**config.mk**
```make
export PLATFORM = sky130hd
export DESIGN_NAME = dmem_arbiter
export DESIGN_NICKNAME = d
export VERILOG_FILES = /design/src/rtl/dmem_arbiter_pkg.sv /design/src/rtl/dmem_arbiter.sv
export SDC_FILE = /design/constraint.sdc
export NUM_CORES = 1
export LEC_CHECK = 0
export CORE_AREA = 2 2 68 70
export CTS_CLUSTER_SIZE = 40
export DETAILED_ROUTE_END_ITERATION = 12
export DIE_AREA = 0 0 70 72
export PLACE_DENSITY = 0.88
export SLEW_MARGIN = 20
export SYNTH_ARGS = -nofsm -noshare
export SYNTH_HDL_FRONTEND = slang
export SYNTH_SLANG_ARGS = --single-unit
```
**constraint.sdc**
```tcl
create_clock -name clk -period 3.7 [get_ports clk]
set_clock_uncertainty 0.1 [all_clocks]
set_input_delay 0.555 -clock clk [delete_from_list [all_inputs] [get_ports clk]]
set_output_delay 0.555 -clock clk [all_outputs]
set_load 0.01 [all_outputs]
```
**src/rtl/dmem_arbiter_pkg.sv**
```systemverilog
// -----------------------------------------------------------------------------
// dmem_arbiter_pkg
// Shared definitions for the data-memory arbiter: FSM state encoding and the
// requester identifiers used to remember who was granted last.
// -----------------------------------------------------------------------------
package dmem_arbiter_pkg;

    // Memory ownership for the current cycle.
    typedef enum logic [1:0] {
        ST_IDLE  = 2'd0,
        ST_GNT_P = 2'd1,
        ST_GNT_H = 2'd2
    } state_e;

    // Requester IDs: P is the processor datapath, H is the host loader.
    localparam logic REQ_P = 1'b0;
    localparam logic REQ_H = 1'b1;

endpackage : dmem_arbiter_pkg

```
**src/rtl/dmem_arbiter.sv**
```systemverilog
// -----------------------------------------------------------------------------
// dmem_arbiter
// Two-requester arbiter in front of the single-port data memory (1-cycle
// synchronous read). At most one transfer per cycle, round-robin between the
// processor (P) and the host loader (H), with a bounded burst lock for H.
//
// Ports
//   clk, reset                     clock, asynchronous active-low reset
//   p_req/p_we/p_addr/p_wdata      processor request and payload
//   p_gnt                          processor transfer accepted this cycle
//   p_rvalid/p_rdata               processor read return (cycle after transfer)
//   h_req/h_we/h_addr/h_wdata      host request and payload
//   h_lock                         host asks to keep ownership for a burst
//   h_gnt                          host transfer accepted this cycle
//   h_rvalid/h_rdata               host read return (cycle after transfer)
//   mem_en/mem_we/mem_addr/mem_wdata  memory strobe and muxed payload
//   mem_rdata                      memory read data, valid cycle after read
//   busy                           arbiter is not idle
// -----------------------------------------------------------------------------
module dmem_arbiter
    import dmem_arbiter_pkg::*;
#(
    parameter int DATA_W   = 16,
    parameter int ADDR_W   = 16,
    parameter int LOCK_MAX = 8
) (
    input  logic              clk,
    input  logic              reset,

    input  logic              p_req,
    input  logic              p_we,
    input  logic [ADDR_W-1:0] p_addr,
    input  logic [DATA_W-1:0] p_wdata,
    output logic              p_gnt,
    output logic              p_rvalid,
    output logic [DATA_W-1:0] p_rdata,

    input  logic              h_req,
    input  logic              h_we,
    input  logic [ADDR_W-1:0] h_addr,
    input  logic [DATA_W-1:0] h_wdata,
    input  logic              h_lock,
    output logic              h_gnt,
    output logic              h_rvalid,
    output logic [DATA_W-1:0] h_rdata,

    output logic              mem_en,
    output logic              mem_we,
    output logic [ADDR_W-1:0] mem_addr,
    output logic [DATA_W-1:0] mem_wdata,
    input  logic [DATA_W-1:0] mem_rdata,

    output logic              busy
);

    localparam int CNT_W = $clog2(LOCK_MAX + 1);
    localparam logic [CNT_W-1:0] LOCK_LIMIT = CNT_W'(LOCK_MAX);

    state_e            state;
    logic              last;        // requester granted on the most recent transfer
    logic [CNT_W-1:0]  lock_cnt;    // consecutive locked host transfers
    logic [CNT_W-1:0]  lock_cnt_inc;
    logic              p_rvalid_q;
    logic              h_rvalid_q;

    // Grants only require the owner to still be requesting; a dropped request
    // while owning the memory simply produces no transfer.
    assign p_gnt = (state == ST_GNT_P) & p_req;
    assign h_gnt = (state == ST_GNT_H) & h_req;
    assign busy  = (state != ST_IDLE);

    // Lock count including this cycle's transfer, saturating at the bound so a
    // lone locked host cannot wrap the counter and skip the forced release.
    assign lock_cnt_inc = (lock_cnt == LOCK_LIMIT) ? lock_cnt
                                                   : lock_cnt + CNT_W'(h_gnt & h_lock);

    // NOTE: every output of a combinational block gets a default first, so no
    // path leaves it unassigned and no latch is inferred.
    always_comb begin
        mem_en    = 1'b0;
        mem_we    = 1'b0;
        mem_addr  = '0;
        mem_wdata = '0;
        if (p_gnt) begin
            mem_en    = 1'b1;
            mem_we    = p_we;
            mem_addr  = p_addr;
            mem_wdata = p_wdata;
        end else if (h_gnt) begin
            mem_en    = 1'b1;
            mem_we    = h_we;
            mem_addr  = h_addr;
            mem_wdata = h_wdata;
        end
    end

    assign p_rvalid = p_rvalid_q;
    assign h_rvalid = h_rvalid_q;
    assign p_rdata  = p_rvalid_q ? mem_rdata : '0;
    assign h_rdata  = h_rvalid_q ? mem_rdata : '0;

    // NOTE: sequential state uses non-blocking assignments so every register
    // samples the pre-edge values regardless of statement order.
    always_ff @(posedge clk or negedge reset) begin
        if (!reset) begin
            state      <= ST_IDLE;
            last       <= REQ_H;    // P wins the first tie
            lock_cnt   <= '0;
            p_rvalid_q <= 1'b0;
            h_rvalid_q <= 1'b0;
        end else begin
            if (p_gnt) begin
                last <= REQ_P;
            end else if (h_gnt) begin
                last <= REQ_H;
            end

            p_rvalid_q <= p_gnt & ~p_we;
            h_rvalid_q <= h_gnt & ~h_we;

            // Count only survives while the host keeps a locked hold on GNT_H;
            // the branches below override this default in exactly those cases.
            lock_cnt <= '0;

            unique case (state)
                ST_IDLE: begin
                    if (p_req && h_req) begin
                        state <= (last == REQ_H) ? ST_GNT_P : ST_GNT_H;
                    end else if (p_req) begin
                        state <= ST_GNT_P;
                    end else if (h_req) begin
                        state <= ST_GNT_H;
                    end else begin
                        state <= ST_IDLE;
                    end
                end

                ST_GNT_P: begin
                    state <= h_req ? ST_GNT_H : ST_IDLE;
                end

                ST_GNT_H: begin
                    if (h_lock && (lock_cnt_inc < LOCK_LIMIT)) begin
                        state    <= ST_GNT_H;
                        lock_cnt <= lock_cnt_inc;
                    end else if (p_req) begin
                        // Forced (or ordinary) release: exactly one P transfer.
                        state <= ST_GNT_P;
                    end else if (h_lock) begin
                        state    <= ST_GNT_H;
                        lock_cnt <= lock_cnt_inc;
                    end else begin
                        state <= ST_IDLE;
                    end
                end

                default: state <= ST_IDLE;
            endcase
        end
    end

endmodule : dmem_arbiter

```
==> results.json <==
{
  "layout-drive-gt1-share_pct": 3.35,
  "postPlaceCellArea_um2": 2610,
  "hpwl_um": 4090,
  "post_drt_via_cell_ratio": 4.66,
  "grt_max_degree": 37,
  "start_util_pct": 24.6,
  "hp-start": "last",
  "total_power_uw": 840,
  "port_buffers": 157,
  "diodes": 0,
  "path_clk_slew_ns": 0.04,
  "crit_path_end_kind": "primary output",
  "tightest_slew_ns": 0.540,
  "ys_dominant_reg_cell": "dfrtp_1",
  "cts_resized": 0,
  "routabilityCongestion": 0.756,
  "drc": 0,
  "die-area_um2": 5040,
  "whs_endpoint": "last",
  "root_buffer": "clkbuf_8",
  "critical_path.startpoint_type": "primary input",
  "finalSetupViolCount": 0,
  "core_area_um2": 4260,
  "synth_nets": 204,
  "cts_hold_buf": 0,
  "htreeDepth": 1,
  "first_pass_iters": 4,
  "io_pins": 158,
  "setup.worst_path.class": "in -> out",
  "overflow": 0,
  "worstRegToRegCells": 8,
  "cp_max_fo": 34,
  "synthArstFlopShare_pct": 100,
  "r2r-start": "state[1]",
  "ys_seq_area_share_pct": 21.6,
  "area_growth_pct": 153,
  "grt_antenna_before_repair": 0,
  "status": "completed",
  "final_common_cell": "clkdlybuf4s50_1",
  "hold_depth": 1,
  "dieWidth_um": 70,
  "syn-cell-area_um2": 1050,
  "cts_setup_buffers": 0,
  "fp.dieH_um": 72,
  "drt-wirelength-per-cell_um": 15.0,
  "worstSkewPairLatency_ns": 0.23,
  "netlist_instances": 115,
  "fmax_mhz": 337,
  "synth_edf_count": 0,
  "cp.required_ns": 3.04,
  "regToRegSetupSlack_ns": 1.49,
  "n_fill_cell": 373,
  "via_count": 1496,
  "fin_ws_ns": 0.734,
  "postLayoutCellArea_um2": 2650,
  "final-hold-violation-count": 0,
  "grt_usage_pct": 18.4,
  "cts_buffer_depth": 2,
  "dpl_worst_slack_ns": 0.737,
  "finalSetupTns_ns": 0,
  "layout_common_cells": "clkdlybuf4s50_1 (157), a22o_1 (33), and2_1 (33), dfrtp_1 (8)",
  "ys_ff_latch": 9,
  "numCtsBuffers": 3,
  "fin_cells": 321,
  "grt_pass1_vias": 1503,
  "peakVddDrop_uv": 359,
  "critPathArrivalTime_ns": 2.31,
  "rsz0062_at_grt": "false",
  "hold_class": "reg -> reg",
  "nets": 359,
  "p_leak_uw": 0.00106,
  "grt_pass1_wl_um": 7560,
  "antenna_left": 0,
  "num_rows": 24,
  "avgSynthCellArea_um2": 9.12,
  "ys_warn_count": 0,
  "seq_area_um2": 226,
  "clock-sinks": 9,
  "drv_cap": 0,
  "period_minus_slack_ns": 2.97,
  "synth_cell_types": 31,
  "slew_violations": 0,
  "pwr_density_cell_nw_per_um2": 317,
  "place_inst": 317,
  "timing.rr.end": "lock_cnt[2]",
  "multi_input_area_um2": 716,
  "slew_headroom_pct": 63.5,
  "first_iter_violations": 45,
  "wl_um": 4810,
  "cts_tree": "yes",
  "fin_crit_sh_pct": 80.2
}
per-layer routing:
metal	share of wire, %	global-route usage [%]	vias up	wire [µm]
met5	0	0	-	0
met4	1.4	5.13	0	68
met3	7.2	3.33	6	347
met2	54	34.9	84	2590
met1	38	21.2	665	1810
li1	-	-	741	-
how the worst max path moves through the flow:
stage / start / end / slack (ns) / cells after the start
after floorplan: h_req / lock_cnt[2] / 1.70 / 8
after global placement: h_req / mem_addr[5] / 0.75 / 6
after detailed placement: p_req / mem_addr[6] / 0.74 / 5
after CTS: p_req / mem_addr[6] / 0.72 / 5
after global routing: p_req / mem_addr[6] / 0.61 / 5
final: p_req / mem_addr[6] / 0.73 / 5
critical path, cell delays in order:
cell	delay, ns
clkdlybuf4s50_1	0.63
nand3b_4	0.15
inv_6	0.22
a22o_1	0.20
clkdlybuf4s50_1	0.54
synth_stat cells (all sizes together), types with 2 or more instances:
| cell | n | share of area [%] |
|---|---|---|
| nor2 | 3 | 1.8 |
| ha | 2 | 2.4 |
| nor3b | 2 | 1.4 |
| xnor2 | 2 | 1.7 |
| nor3 | 3 | 1.4 |
| clkbuf | 2 | 0.72 |
| and2 | 33 | 20 |
| nand2 | 2 | 0.95 |
| inv | 4 | 1.9 |
| a22o | 33 | 28 |
| nand3b | 2 | 2.6 |
| dfrtp | 8 | 19 |
| buf | 6 | 7.5 |
per-stage QoR:
step           hold WS, ns  util, %
3_3_place_gp         0.406     61.1
6_report             0.417     62.2
5_1_grt              0.428     62.2
4_1_cts              0.420     62.2
2_1_floorplan        0.159        -
3_5_place_dp         0.414     61.1
area by class of cell:
| cell class | count | area share [%] |
|---|---|---|
| sequential | 9 | 8.54 |
| clock buffer | 4 | 1.70 |
| inverter | 4 | 0.755 |
| multi-input combinational | 94 | 27.0 |
| timing repair buffer | 158 | 59.6 |
| tap | 52 | 2.45 |
where the power goes:
part | leakage (µW) | internal, µW | switching, µW | total [µW]
clock | 0.0000228 | 75.0 | 37.9 | 113
sequential | 0.000119 | 119 | 32.2 | 151
combinational | 0.000915 | 360 | 215 | 576
total | 0.00106 | 554 | 285 | 840
registers in the layout (all words and copies together), names as in the netlist:
signal and flops:
h_rvalid 1, last 1, lock_cnt 4, p_rvalid 1
state 2
cell families (layout without fill, tap and decap cells):
family	after synthesis	in the layout	synth area share, %
simple gates	49	49	30.6
flops	9	9	21.6
mux	1	1	0.955
compound gates	40	40	32.7
fa+ha+maj	2	2	2.39
xor+xnor	2	2	1.67
buf+inv	12	166	10.1
Power figures use the tool's default switching activity.
